### config.mk
export PLATFORM = sky130hd
export DESIGN_NAME = repeat_pulse_gen
export DESIGN_NICKNAME = d
export VERILOG_FILES = /design/src/rtl/repeat_pulse_gen.sv
export SDC_FILE = /design/constraint.sdc
export NUM_CORES = 1
export LEC_CHECK = 0
export CAP_MARGIN = 0
export CORE_AREA = 2 2 100 54
export CTS_BUF_LIST = sky130_fd_sc_hd__clkbuf_8
export CTS_CLUSTER_SIZE = 30
export DETAILED_ROUTE_END_ITERATION = 6
export DIE_AREA = 0 0 102 56
export PLACE_DENSITY = 0.79
export SLEW_MARGIN = 30
export SYNTH_ARGS = -nofsm -noshare
export SYNTH_HDL_FRONTEND = slang
export SYNTH_SLANG_ARGS = --single-unit
### constraint.sdc
create_clock -name clk -period 3.95 [get_ports clk]
set_clock_uncertainty 0.2 [all_clocks]
set_input_delay 0.395 -clock clk [delete_from_list [all_inputs] [get_ports clk]]
set_output_delay 0.395 -clock clk [all_outputs]
set_load 0.005 [all_outputs]
### src/rtl/repeat_pulse_gen.sv
// Press-to-pulse generator: one increment strobe per press, auto-repeat while held,
// followed by a delayed refresh strobe and a debounce lockout.
//
//  state  | meaning
//  -------+------------------------------------------------------------
//  S_IDLE | waiting for a fresh press; held levels never repeat here
//  S_CALC | increment issued, counting down to the refresh strobe
//  S_LOCK | debounce lockout after refresh, inputs ignored
//  S_HOLD | watching held channels for repeat or new presses
module repeat_pulse_gen #(
    parameter int CHANNELS      = 8,
    parameter int CNT_WIDTH     = 20,
    parameter int INIT_DELAY    = 1000000,
    parameter int REPEAT_PERIOD = 333333,
    parameter int REFRESH_DELAY = 10,
    parameter int LOCKOUT       = 8192,
    parameter int ACCEL_STEPS   = 4
) (
    input  logic                clk,
    input  logic                rst_n,
    input  logic [CHANNELS-1:0] trigger_i,
    input  logic                enable_i,
    input  logic                accel_en_i,
    output logic                inc_pulse_o,
    output logic [CHANNELS-1:0] inc_chan_o,
    output logic                ref_pulse_o,
    output logic                busy_o
);

    typedef enum logic [1:0] {
        S_IDLE = 2'd0,
        S_CALC = 2'd1,
        S_LOCK = 2'd2,
        S_HOLD = 2'd3
    } state_t;

    localparam logic [CNT_WIDTH-1:0] INIT_TC = CNT_WIDTH'(INIT_DELAY - 1);
    localparam logic [CNT_WIDTH-1:0] REP_TC  = CNT_WIDTH'(REPEAT_PERIOD - 1);
    localparam logic [CNT_WIDTH-1:0] ACC_TC  = CNT_WIDTH'((REPEAT_PERIOD >> 1) - 1);
    localparam logic [CNT_WIDTH-1:0] REF_TC  = CNT_WIDTH'(REFRESH_DELAY - 1);
    localparam logic [CNT_WIDTH-1:0] LOCK_TC = CNT_WIDTH'(LOCKOUT - 1);
    localparam logic [7:0]           ACC_N   = 8'(ACCEL_STEPS);

    state_t                state_q;
    logic [CNT_WIDTH-1:0]  timer_q;
    logic [7:0]            rep_cnt_q;
    logic [CHANNELS-1:0]   prev_q;
    logic                  inc_pulse_q;
    logic [CHANNELS-1:0]   inc_chan_q;
    logic                  ref_pulse_q;

    logic [CHANNELS-1:0]   rise;
    logic [CHANNELS-1:0]   held;
    logic [CNT_WIDTH-1:0]  thr_tc;
    logic [7:0]            rep_cnt_d;

    assign rise = trigger_i & ~prev_q;
    assign held = trigger_i & prev_q;

    // Terminal count for the current repeat; accel_en is re-evaluated every cycle.
    always_comb begin
        thr_tc = REP_TC;
        if (rep_cnt_q == 8'd0) begin
            thr_tc = INIT_TC;
        end else if (accel_en_i && (rep_cnt_q >= ACC_N)) begin
            thr_tc = ACC_TC;
        end
    end

    assign rep_cnt_d = (rep_cnt_q >= ACC_N) ? ACC_N : rep_cnt_q + 8'd1;

    always_ff @(posedge clk or negedge rst_n) begin
        if (!rst_n) begin
            state_q     <= S_IDLE;
            timer_q     <= '0;
            rep_cnt_q   <= 8'd0;
            prev_q      <= '0;
            inc_pulse_q <= 1'b0;
            inc_chan_q  <= '0;
            ref_pulse_q <= 1'b0;
        end else begin
            inc_pulse_q <= 1'b0;
            inc_chan_q  <= '0;
            ref_pulse_q <= 1'b0;
            case (state_q)
                S_IDLE: begin
                    prev_q <= trigger_i;
                    if (enable_i && (rise != '0)) begin
                        inc_pulse_q <= 1'b1;
                        inc_chan_q  <= rise;
                        timer_q     <= '0;
                        rep_cnt_q   <= 8'd0;
                        state_q     <= S_CALC;
                    end
                end
                S_CALC: begin
                    if (timer_q == REF_TC) begin
                        ref_pulse_q <= 1'b1;
                        timer_q     <= '0;
                        state_q     <= S_LOCK;
                    end else begin
                        timer_q <= timer_q + CNT_WIDTH'(1);
                    end
                end
                S_LOCK: begin
                    if (timer_q == LOCK_TC) begin
                        timer_q <= '0;
                        state_q <= S_HOLD;
                    end else begin
                        timer_q <= timer_q + CNT_WIDTH'(1);
                    end
                end
                S_HOLD: begin
                    // prev was frozen through CALC/LOCK, so presses made then surface as rises here
                    prev_q <= trigger_i;
                    if (!enable_i) begin
                        timer_q <= '0;
                        state_q <= S_IDLE;
                    end else if (rise != '0) begin
                        inc_pulse_q <= 1'b1;
                        inc_chan_q  <= rise;
                        timer_q     <= '0;
                        rep_cnt_q   <= 8'd0;
                        state_q     <= S_CALC;
                    end else if (held == '0) begin
                        timer_q <= '0;
                        state_q <= S_IDLE;
                    end else if (timer_q == thr_tc) begin
                        inc_pulse_q <= 1'b1;
                        inc_chan_q  <= held;
                        rep_cnt_q   <= rep_cnt_d;
                        timer_q     <= '0;
                        state_q     <= S_CALC;
                    end else begin
                        timer_q <= timer_q + CNT_WIDTH'(1);
                    end
                end
                default: begin
                    timer_q <= '0;
                    state_q <= S_IDLE;
                end
            endcase
        end
    end

    assign inc_pulse_o = inc_pulse_q;
    assign inc_chan_o  = inc_chan_q;
    assign ref_pulse_o = ref_pulse_q;
    assign busy_o      = (state_q == S_CALC) || (state_q == S_LOCK);

endmodule

Yosys cells after proc, flatten, opt, wreduce, memory -nomap -nowiden
Index checks and enable logic that the tools add are counted.
Word-level totals
  register bits after elaboration: 48
  input bits: 12
Cells by class
  eq/ne operators: 13
  $lt $le $gt $ge: 1
  bitwise operators: 3
  add/sub/neg operators: 2
  reductions and logical operators: 11
  multiplexer cells: 39
Operators with widths (count)
  2-to-1 mux 20 bit: 8
  2-to-1 mux 8 bit: 11
  case mux 20 bit (4 select lines): 1
  case mux 8 bit (2 select lines): 2
  adder 20 x 1 -> 20 bit, second input constant: 1
  equality test 20 x 13 -> 1 bit, second input constant: 1
  equality test 20 bit: 1
  equality test 20 x 4 -> 1 bit, second input constant: 1
  2-to-1 mux 19 bit: 1
  AND 8 bit: 2
  logical NOT 8 bit: 2
  2-to-1 mux 2 bit: 7
  adder 8 x 1 -> 8 bit, second input constant: 1
  greater-or-equal comparator 8 x 3 -> 1 bit, second input constant: 1
  != test 2 bit, second input constant: 4
  NOT 8 bit: 1
  case mux 2 bit (4 select lines): 1
  nonzero test 8 bit: 1
  2-to-1 mux 1 bit: 7
  != test 3 bit, second input constant: 2
  != test 5 bit, second input constant: 1
  AND reduction 5 bit: 1
  equality test 2 bit, second input constant: 2
  AND reduction 4 bit: 1
  7 further kinds: 8

Logic depth before layout (Yosys ltp)
Gate-level depths: netlist of run 1.
  depth after elaboration: 10
  depth in mapped cells: 9
  mapped depth without buffers: 8

Worst setup path before layout of run 1
Ideal clock, no wire load.
  kind: flip-flop to flip-flop
  start point: register rep_cnt_q[7]
  end point: register timer_q[15]
  library setup time: 118 ps
  arrival time: 2541 ps
  required time: 3632 ps
  path slack: 1090 ps
  clock period less this slack: 2860 ps
  stages on the path, launching flop included: 9
  cell sequence: dfrtp_1 > or4_4 > or4b_4 > mux2i_2 > a211o_1 > a22o_1 > buf_6 > a21o_1 > a21o_1
On the way
  longest elaborated chain between the ends: 10
  elaborated cells between the ends (all ways): 11
  classes of those cells: 1 x order compare; 1 x eq/ne; 7 x mux; 2 x reduce/logical
Ends and longest elaborated chain
  start: declaration: RTL line 46  | logic [7:0] rep_cnt_q;
  start signal: assignment: RTL line 131  | rep_cnt_q <= rep_cnt_d;
  greater-or-equal comparator 8 x 3 -> 1 bit: RTL line 65  | end else if (accel_en_i && (rep_cnt_q >= ACC_N)) begin
  logical AND 1 bit: RTL line 65
  2-to-1 mux 19 bit: RTL line 65
  2-to-1 mux 20 bit (*): RTL line 63  | if (rep_cnt_q == 8'd0) begin
  equality test 20 bit (*): RTL line 128  | end else if (timer_q == thr_tc) begin
  2-to-1 mux 20 bit (*): RTL line 128
  2-to-1 mux 20 bit (*): RTL line 125  | end else if (held == '0) begin
  2-to-1 mux 20 bit (*): RTL line 119  | end else if (rise != '0) begin
  2-to-1 mux 20 bit (*): RTL line 116  | if (!enable_i) begin
  case mux 20 bit (4 select lines) (*): RTL line 85  | case (state_q)
  end signal: assignment: RTL line 102  | timer_q <= timer_q + CNT_WIDTH'(1);
  end signal: assignment: RTL line 110  | timer_q <= timer_q + CNT_WIDTH'(1);
  end signal: assignment: RTL line 135  | timer_q <= timer_q + CNT_WIDTH'(1);
  end: declaration: RTL line 45  | logic [CNT_WIDTH-1:0] timer_q;
Mark *: on every way between the ends. The rest lies on a longest branch, timed or not.
A chain may end at the register's enable or synchronous reset.

Worst setup path after layout of run 1
  start point: register rep_cnt_q[7]
  end point: register timer_q[17]
Same word-level chain as after synthesis.

==> impl_metrics.csv, run 1 <==
group,metric,value,unit
outcome,status,"finished clean",
synthesis,synth_cell_type_count,52,
detailed_routing,drtIter0Drc,299,
detailed_routing,wire_per_inst,16.5,um
sta,fin_crit_sh,0.814,
die,die-area,5710,sq um
clock_tree,cts_tree,"built",
detailed_routing,wl_met1,3420,um
grt,grt_pass1_wl,10900,um
place,postPlaceCellArea,3020,sq um
synthesis,synth_compound_area_frac,0.213,
pwr,powerDensity,562,nW/um^2
detailed_routing,viasPerCell,6.05,
die,pin_count,23,
worst_hold_path,min_from,"rep_cnt_q[7]",
critical_path,rrSetupSlack,0.74,ns
detailed_routing,routed.top_layer,"met4",
pwr,comb_power_share,0.446,
pwr,p_int,1.03,mW
clock_tree,cts.sinks,48,
clock_tree,numCtsBuffers,5,
critical_path,end_kind,"flop",
cells_and_area,antenna_cells,0,
synthesis,synth-xor-area-share,0.00949,
detailed_routing,wl_met2,2550,um
clock_tree,cts_repair_resize_count,0,
detailed_routing,firstDrtPassIters,5,
sta,rsz0062_at_grt,"false",
detailed_routing,routed_wl,6590,um
cells_and_area,final_area,3120,sq um
pwr,power_frac_seq,0.382,
detailed_routing,drc,0,
synthesis,yosys.area_share.simple,0.243,
sta,hold_ws,0.320,ns
die,die_w,102,um
sta,post-route-min-period,3.21,ns
synthesis,ys.flop_type,"dfrtp_1",
cells_and_area,layout.cells.non_filler,400,
die,die_h,56,um
clock_tree,h-tree-depth,2,
critical_path,crit_fanout,25,
die,num_rows,18,
synthesis,syn_area_per_cell,9.02,sq um
cells_and_area,finalNetCount,349,
sta,tightest_slew,0.782,ns
critical_path,r2r_end,"timer_q[17]",
sta,finalHoldViolCount,0,
pwr,power.leakage,1.38,nW
die,core-area,4770,sq um
place,gp_congestion,0.880,
grt,grt_pass1_vias,2184,
synthesis,synth_area,2770,sq um
detailed_routing,vias,2419,
place,dp.cells,391,
grt,antenna_found_initial,0,
cells_and_area,layout_common_cells,"dfrtp_1 (48), nand2_1 (29), nor2_1 (26)",
critical_path,start_kind,"flop",
synthesis,synth-async-reset-ratio,1.00,
grt,grt_remaining_overflow,0,
clock_tree,clock-root-buffer,"clkbuf_8",
critical_path,cp.required,3.94,ns
synthesis,yosys_warnings,0,
synthesis,muxShareOfSynthArea,0.00858,
cells_and_area,nFillCells,403,
critical_path,ff2ff_path_depth,7,
synthesis,yosys.area_share.adder,0.0361,
synthesis,ys_seq_area_frac,0.434,
critical_path,crit_type,"flop to flop",
grt,grt_max_degree,49,
clock_tree,worstSkewPairLatency,0.30,ns
clock_tree,cts_setup_buffers,0,
critical_path,cp-startpoint,"rep_cnt_q[7]",
synthesis,synth_edf_count,0,
sta,fin_tns_setup,0,ns
synthesis,synthesis.nets,327,
critical_path,crit_arrival,3.21,ns
place,dp_hpwl,4960,um
die,initial_core_util,0.580,
pwr,ir_drop,0.000249,V
cells_and_area,drive_gt1_frac,0.0485,
worst_hold_path,hold_depth,2,
sta,slew_viol_final,0,
cells_and_area,final_common_cell,"dfrtp_1",
grt,grt_use_total,0.247,
clock_tree,cts.clk_slew.worst_paths,0.09,ns
critical_path,worstReg2RegStart,"rep_cnt_q[7]",
sta,relSlewSlack,0.474,
pwr,power_switching_share,0.416,
detailed_routing,wl_met3,551,um
synthesis,yosys_register_bits,48,
sta,fmax,311,MHz
synthesis,netlist_instances,307,
pwr,p_clk_frac,0.172,
place,port_buffers,22,
detailed_routing,postRouteAntennaNets,0,
flow_run,max-cap-violations,0,
pwr,p_switching,0.731,mW
synthesis,synth_top_family_by_area,"simple AND/OR/NAND/NOR gates",
clock_tree,hold_buffers,1,
worst_hold_path,min_to,"rep_cnt_q[7]",
sta,finalSetupViolations,0,
cells_and_area,syn_to_final_growth,12.8,%
clock_tree,cts.path.max_buffers,2,
worst_hold_path,hold_path.class,"flop to flop",
## metal layers
metal | global-route usage | vias up
met5 | 0 | -
met4 | 0.0610 | 0
met3 | 0.0540 | 9
met2 | 0.312 | 96
met1 | 0.413 | 1144
li1 | - | 1170
## stage by stage
stage / worst slack (ns) / utilization / total power [mW]
final: 0.736 / 0.654 / 1.76
after global routing: 0.466 / 0.654 / 1.87
after CTS: 0.759 / 0.654 / 1.74
after detailed placement: 0.784 / 0.633 / 1.44
after global placement: 0.809 / 0.632 / 1.42
after floorplan: 1.09 / - / 1.26
## cell usage after synthesis, types with 2 or more instances
cell type | number | share of area
or4b_1 | 2 | 0.0072
or4_1 | 11 | 0.030
o21ai_0 | 9 | 0.016
a22oi_1 | 4 | 0.011
ha_1 | 8 | 0.036
nand2_1 | 29 | 0.039
o22ai_1 | 5 | 0.011
a21o_1 | 16 | 0.043
nand4_1 | 3 | 0.0068
nand3b_1 | 2 | 0.0054
o21ai_1 | 20 | 0.036
dfrtp_1 | 48 | 0.43
a21oi_1 | 10 | 0.018
nand2b_1 | 2 | 0.0045
a311oi_1 | 2 | 0.0063
and3_1 | 2 | 0.0045
clkbuf_1 | 3 | 0.0041
nor3b_1 | 4 | 0.011
a211o_1 | 2 | 0.0063
inv_1 | 25 | 0.034
a22o_1 | 3 | 0.0095
and4_1 | 2 | 0.0063
xor2_1 | 2 | 0.0063
nor3_1 | 9 | 0.016
nor4_1 | 8 | 0.018
and2_1 | 2 | 0.0045
nand3_1 | 14 | 0.025
or3_1 | 7 | 0.016
a41oi_1 | 3 | 0.0095
nor2_1 | 26 | 0.035
buf_6 | 3 | 0.012
## final cells by class
type / count / area, sq um / share of cell area
clock buffers: 6 / 82.6 / 0.0264
flip-flops and latches: 48 / 1200 / 0.384
inverters: 25 / 93.8 / 0.0300
repair buffers: 24 / 235 / 0.0753
well taps: 70 / 87.6 / 0.0280
clock inverters: 2 / 10.0 / 0.00320
multi-input cells: 225 / 1410 / 0.453
## power groups by stage
stage	registers, mW	logic [mW]	clock network (mW)
finish	0.670	0.784	0.302
global route	0.683	0.866	0.323
CTS	0.667	0.773	0.305
detailed placement	0.676	0.767	0
global placement	0.671	0.746	0
floorplan	0.654	0.611	0
## critical path, stage by stage (launching register included)
cell	delay (ns)
dfrtp_1	0.39
or4_4	0.55
or4b_1	0.49
a21o_1	0.20
a211o_1	0.37
a22oi_4	0.55
o21ai_1	0.15
a21o_1	0.20
## worst max-delay path by stage
stage,to,depth (start not counted),slack (ns)
6_report,timer_q[17],7,0.74
5_1_grt,timer_q[13],8,0.47
4_1_cts,timer_q[13],7,0.76
3_5_place_dp,timer_q[13],7,0.78
3_3_place_gp,timer_q[13],7,0.81
2_1_floorplan,timer_q[15],8,1.09
## registers in the layout, indices dropped and copies added, names as in the netlist
| name | flops |
|---|---|
| timer_q | 20 |
| prev_q | 8 |
| inc_pulse_o | 1 |
| inc_chan_o | 8 |
| ref_pulse_o | 1 |
| rep_cnt_q | 8 |
| state_q | 2 |
## logic make-up (layout without fill, tap and decap cells)
| family | Yosys count | after routing |
|---|---|---|
| and+or+nand+nor | 126 | 126 |
| xor gates and xnor gates | 3 | 3 |
| AOI/OAI and AO/OA | 86 | 86 |
| adders and majority gates | 8 | 8 |
| muxes | 2 | 2 |
| DFF | 48 | 48 |
| buffers and inverters | 34 | 57 |
Power figures use the tool's default switching activity.
==> run 2: changes to the inputs <==
Settings changed: CORE_AREA 2 2 100 54 to 2 2 105 56, DIE_AREA 0 0 102 56 to 0 0 107 58, PLACE_DENSITY 0.79 to 0.76.
Clock period 3.95 ns to 2.8 ns, I/O delays scaled along.
==> impl_metrics.csv, run 2 (same netlist as run 1, synthesis figures left out) <==
group,metric,value,unit
cells_and_area,antenna_cells,0,
grt,grt_pass1_wl,12500,um
cells_and_area,finalNetCount,391,
critical_path,crit_arrival,2.93,ns
clock_tree,cts.clk_slew.worst_paths,0.09,ns
clock_tree,h-tree-depth,2,
cells_and_area,final_common_cell,"dfrtp_1",
outcome,failed_checks,"setup timing",
clock_tree,cts.sinks,48,
sta,rsz0062_at_grt,"true",
worst_hold_path,hold_path.class,"input pin to asynchronous set/reset pin",
pwr,p_int,1.84,mW
cells_and_area,nFillCells,414,
critical_path,max_stage_delay,0.55,ns
die,num_rows,19,
grt,grt_use_total,0.268,
flow_run,max-cap-violations,0,
grt,grt_remaining_overflow,0,
cells_and_area,syn_to_final_growth,29.3,%
sta,fin_crit_sh,1.05,
sta,tightest_slew,0.632,ns
critical_path,critPathSlowestCell,"or4_4",
critical_path,end_kind,"flop",
detailed_routing,vias,2687,
clock_tree,cts.path.max_buffers,2,
outcome,status,"complete, but fails checks",
detailed_routing,drtIter0Drc,281,
place,port_buffers,22,
critical_path,crit_chain,"or4_4 -> or4b_1 -> a21o_1 -> a211o_1 -> a22o_1 -> buf_6 -> a22o_1",
pwr,ir_drop,0.000452,V
sta,post-route-min-period,2.94,ns
cells_and_area,drive_gt1_frac,0.213,
clock_tree,worstSkewPairLatency,0.31,ns
grt,grt_pass1_vias,2419,
pwr,p_clk_frac,0.198,
clock_tree,cts_tree,"built",
critical_path,cp.required,2.80,ns
cells_and_area,regMostFlops,"timer_q",
detailed_routing,firstDrtPassIters,5,
die,die_w,107,um
cells_and_area,ff_latch_area,1200,sq um
die,core-area,5300,sq um
pwr,power_frac_seq,0.312,
critical_path,cp.buffers_inverters,1,
cells_and_area,multi_input_area,1500,sq um
cells_and_area,largest_reg_flops,20,
pwr,p_switching,1.16,mW
pwr,powerDensity,838,nW/um^2
detailed_routing,wire_per_inst,17.2,um
critical_path,rrSetupSlack,-0.14,ns
detailed_routing,routed_wl,7650,um
place,gp_congestion,1.00,
pwr,comb_power_share,0.490,
die,die_h,58,um
sta,relSlewSlack,0.578,
detailed_routing,viasPerCell,6.05,
cells_and_area,final_util,0.676,
place,dp_hpwl,5660,um
grt,antenna_found_initial,0,
sta,finalSetupViolations,28,
sta,fin_ws,-0.138,ns
sta,fmax,340,MHz
grt,grt_max_degree,24,
critical_path,crit_type,"flop to flop",
die,initial_core_util,0.523,
sta,finalHoldViolCount,0,
sta,slew_viol_final,0,
critical_path,crit_fanout,6,
critical_path,cpMostUsedCell,"a22o_1",
detailed_routing,drc,0,
critical_path,cpLargestDelayFamily,"compound AO/OA/AOI/OAI gates",
detailed_routing,postRouteAntennaNets,0,
critical_path,start_kind,"flop",
die,pin_count,23,
cells_and_area,layout_common_cells,"dfrtp_1 (48), buf_4 (37), nand2_1 (27)",
die,die-area,6210,sq um
clock_tree,numCtsBuffers,5,
pwr,power_switching_share,0.388,
pwr,power,3.00,mW
pwr,power.leakage,1.62,nW
clock_tree,clock-root-buffer,"clkbuf_8",
-- run 2: cell types whose count changed in the layout (fill, tap and decap cells not counted), moves of 2 or more --
cell,delta
o21ai_2,+4
o21ai_0,-2
buf_6,+6
a21oi_2,+5
nor2_1,-5
nand2_1,-2
o21ai_1,-2
clkinv_2,-2
buf_4,+35
nand2_2,+2
nor2_2,+5
a21oi_1,-5
bufinv_16,+2
-- run 2: timing repair --
item                       4_1_cts  5_1_grt
pin swaps                        7        2
resized for setup               19       11
setup endpoints to repair       30       38
gates cloned                     0        0
hold endpoints to repair        18        0
buffers inserted                 1        1
hold buffers                     1        0
-- run 2: per-layer routing --
| layer | GRT usage | part of all wire | vias to the layer above |
|---|---|---|---|
| li1 | - | - | 1248 |
| met1 | 0.435 | 0.50 | 1277 |
| met2 | 0.352 | 0.38 | 153 |
| met3 | 0.0731 | 0.11 | 9 |
| met4 | 0.0538 | 0.0092 | 0 |
| met5 | 0 | 0 | - |
-- run 2: worst paths after layout --
kind | endpoint | depth (start not counted) | from
min in group clk | rep_cnt_q[7] | 2 | rep_cnt_q[7]
worst max-delay path | timer_q[6] | 7 | rep_cnt_q[7]
max in group asynchronous | timer_q[5] | 3 | rst_n
worst min-delay path | timer_q[3] | 2 | rst_n
worst min register to register | rep_cnt_q[7] | 2 | rep_cnt_q[7]
worst max register to register | timer_q[6] | 7 | rep_cnt_q[7]
-- run 2: cell type report --
class | instances | share of cell area
Clock buffer | 5 | 0.0192
Clock inverter | 2 | 0.0168
Inverter | 25 | 0.0262
Multi-Input combinational cell | 225 | 0.418
Sequential cell | 48 | 0.335
Tap cell | 73 | 0.0255
Timing Repair Buffer | 66 | 0.159
-- run 2: metrics by stage --
step / std cells / instance area [sq um] / hold WS (ns) / setup slack [ns] / TNS, ns
after global placement: 434 / 3320 / 0.0746 / -0.0997 / -1.37
final: 444 / 3580 / 0.262 / -0.138 / -2.42
after global routing: 444 / 3580 / 0.313 / -0.213 / -5.19
after floorplan: 307 / 2770 / -0.216 / -0.0261 / -0.0261
after CTS: 443 / 3530 / 0.281 / -0.130 / -2.26
after detailed placement: 434 / 3320 / 0.0751 / -0.135 / -2.45
-- run 2: power by group through the flow --
stage | clock, mW | combinational [mW] | sequential, mW
global placement | 0 | 1.26 | 0.937
finish | 0.594 | 1.47 | 0.937
global route | 0.628 | 1.61 | 0.950
detailed placement | 0 | 1.29 | 0.941
floorplan | 0 | 0.867 | 0.923
CTS | 0.587 | 1.40 | 0.930
==> run 3: changes to the inputs <==
Settings changed: CORE_AREA 2 2 105 56 to 2 2 100 54, DIE_AREA 0 0 107 58 to 0 0 102 56, GPL_TIMING_DRIVEN set to 0, PLACE_DENSITY 0.76 to 0.79.
Clock period 2.8 ns to 3.1 ns, I/O delays scaled along.
==> impl_metrics.csv, run 3 (same netlist as run 1, synthesis figures left out) <==
group,metric,value,unit
sta,fmax,324,MHz
sta,fin_tns_setup,0,ns
detailed_routing,firstDrtPassIters,5,
worst_hold_path,min_to,"rep_cnt_q[7]",
sta,fin_ws,0.00889,ns
pwr,power.leakage,1.45,nW
detailed_routing,vias,2550,
clock_tree,clock-root-buffer,"clkbuf_8",
cells_and_area,antenna_cells,0,
sta,fin_crit_sh,0.997,
detailed_routing,wl_met2,2800,um
detailed_routing,routed_wl,7050,um
place,dp.cells,399,
outcome,status,"finished clean",
place,place_ws,0.0434,ns
grt,grt_use_total,0.256,
grt,grt_remaining_overflow,0,
clock_tree,cts.sinks,48,
die,core-area,4770,sq um
grt,grt_pass1_wl,11300,um
detailed_routing,drc,0,
critical_path,rrSetupSlack,0.009,ns
worst_hold_path,hold_depth,2,
clock_tree,cts_tree,"built",
sta,tightest_slew,0.814,ns
clock_tree,cts.clk_slew.worst_paths,0.09,ns
critical_path,ff2ff_path_depth,9,
die,num_rows,18,
grt,grt_pass1_vias,2229,
sta,relSlewSlack,0.453,
cells_and_area,final_area,3280,sq um
place,postPlaceCellArea,3080,sq um
detailed_routing,drtIter0Drc,265,
critical_path,r2r_end,"timer_q[16]",
detailed_routing,postRouteAntennaNets,0,
clock_tree,h-tree-depth,2,
critical_path,end_kind,"flop",
detailed_routing,wl_met3,674,um
cells_and_area,syn_to_final_growth,18.3,%
clock_tree,cts.path.max_buffers,2,
cells_and_area,layout_common_cells,"dfrtp_1 (48), nand2_1 (29), nor2_1 (26)",
sta,post-route-min-period,3.09,ns
cells_and_area,largest_reg_flops,20,
detailed_routing,viasPerCell,6.17,
sta,rsz0062_at_grt,"true",
pwr,ir_drop,0.000345,V
critical_path,cp.required,3.10,ns
critical_path,start_kind,"flop",
place,gp_congestion,0.948,
die,initial_core_util,0.580,
grt,grt_max_degree,49,
place,port_buffers,22,
die,die_h,56,um
die,die_w,102,um
clock_tree,worstSkewPairLatency,0.31,ns
flow_run,max-cap-violations,0,
die,die-area,5710,sq um
sta,finalSetupViolations,0,
sta,hold_ws,0.334,ns
critical_path,crit_arrival,3.09,ns
cells_and_area,regMostFlops,"timer_q",
critical_path,worstReg2RegStart,"rep_cnt_q[7]",
detailed_routing,wl_met1,3460,um
cells_and_area,final_common_cell,"dfrtp_1",
place,dp_hpwl,4930,um
die,pin_count,23,
cells_and_area,layout.cells.non_filler,413,
sta,slew_viol_final,0,
clock_tree,numCtsBuffers,5,
critical_path,crit_type,"flop to flop",
worst_hold_path,hold_path.class,"flop to flop",
pwr,powerDensity,783,nW/um^2
cells_and_area,drive_gt1_frac,0.0845,
sta,finalHoldViolCount,0,
grt,antenna_found_initial,0,
cells_and_area,finalNetCount,362,
critical_path,crit_fanout,10,
cells_and_area,nFillCells,380,
detailed_routing,wire_per_inst,17.1,um
worst_hold_path,min_from,"rep_cnt_q[7]",
detailed_routing,routed.top_layer,"met4",
run 3: cell types whose count changed in the layout (fill, tap and decap cells not counted), sizes merged:
cell    previous run  this run
buf               44        12
clkbuf             5        10
bufinv             2         1
run 3: final cells by class:
cell class	instances	area, sq um	area share
flip-flops and latches	48	1200	0.367
well taps	70	87.6	0.0267
inverters	25	93.8	0.0286
plain buffers	9	65.1	0.0199
clock buffers	7	96.3	0.0294
clock inverters	1	30.0	0.00916
repair buffers	28	267	0.0813
multi-input cells	225	1440	0.438
run 3: power breakdown:
| group | switching (mW) | total, mW | internal (mW) | leakage, nW |
|---|---|---|---|---|
| Combinational | 0.695 | 1.22 | 0.523 | 0.732 |
| Sequential | 0.116 | 0.850 | 0.734 | 0.649 |
| Clock | 0.213 | 0.497 | 0.285 | 0.0645 |
run 3: how the worst max path moves through the flow:
| stage | depth (start not counted) | endpoint | from |
|---|---|---|---|
| 2_1_floorplan | 8 | timer_q[15] | rep_cnt_q[7] |
| 3_3_place_gp | 9 | timer_q[13] | timer_q[0] |
| 3_5_place_dp | 8 | timer_q[13] | rep_cnt_q[7] |
| 4_1_cts | 8 | timer_q[16] | rep_cnt_q[7] |
| 5_1_grt | 9 | timer_q[17] | rep_cnt_q[7] |
| 6_report | 9 | timer_q[16] | rep_cnt_q[7] |
run 3: timing repair:
item | 4_1_cts | 5_1_grt
hold buffers | 1 | 0
resized for setup | 0 | 6
endpoints found under the hold margin | 48 | 0
setup buffers | 0 | 4
setup endpoints to repair | 0 | 23
run 3: stage by stage:
stage | total power, mW | util
after floorplan | 1.61 | -
after global placement | 1.93 | 0.645
after detailed placement | 1.96 | 0.644
after CTS | 2.46 | 0.673
after global routing | 2.71 | 0.686
final | 2.57 | 0.686
run 3: routing by layer:
metal,vias up,track usage
li1,1195,-
met1,1211,0.418
met2,127,0.322
met3,17,0.0729
met4,0,0.0629
met5,-,0
run 3: critical path, stage by stage (launching register included):
cell,delay (ns)
dfrtp_1,0.40
or4_4,0.56
or4b_4,0.52
mux2i_2,0.18
a211o_1,0.35
a22oi_4,0.23
buf_4,0.17
buf_6,0.14
nor3b_1,0.07
a21o_1,0.16
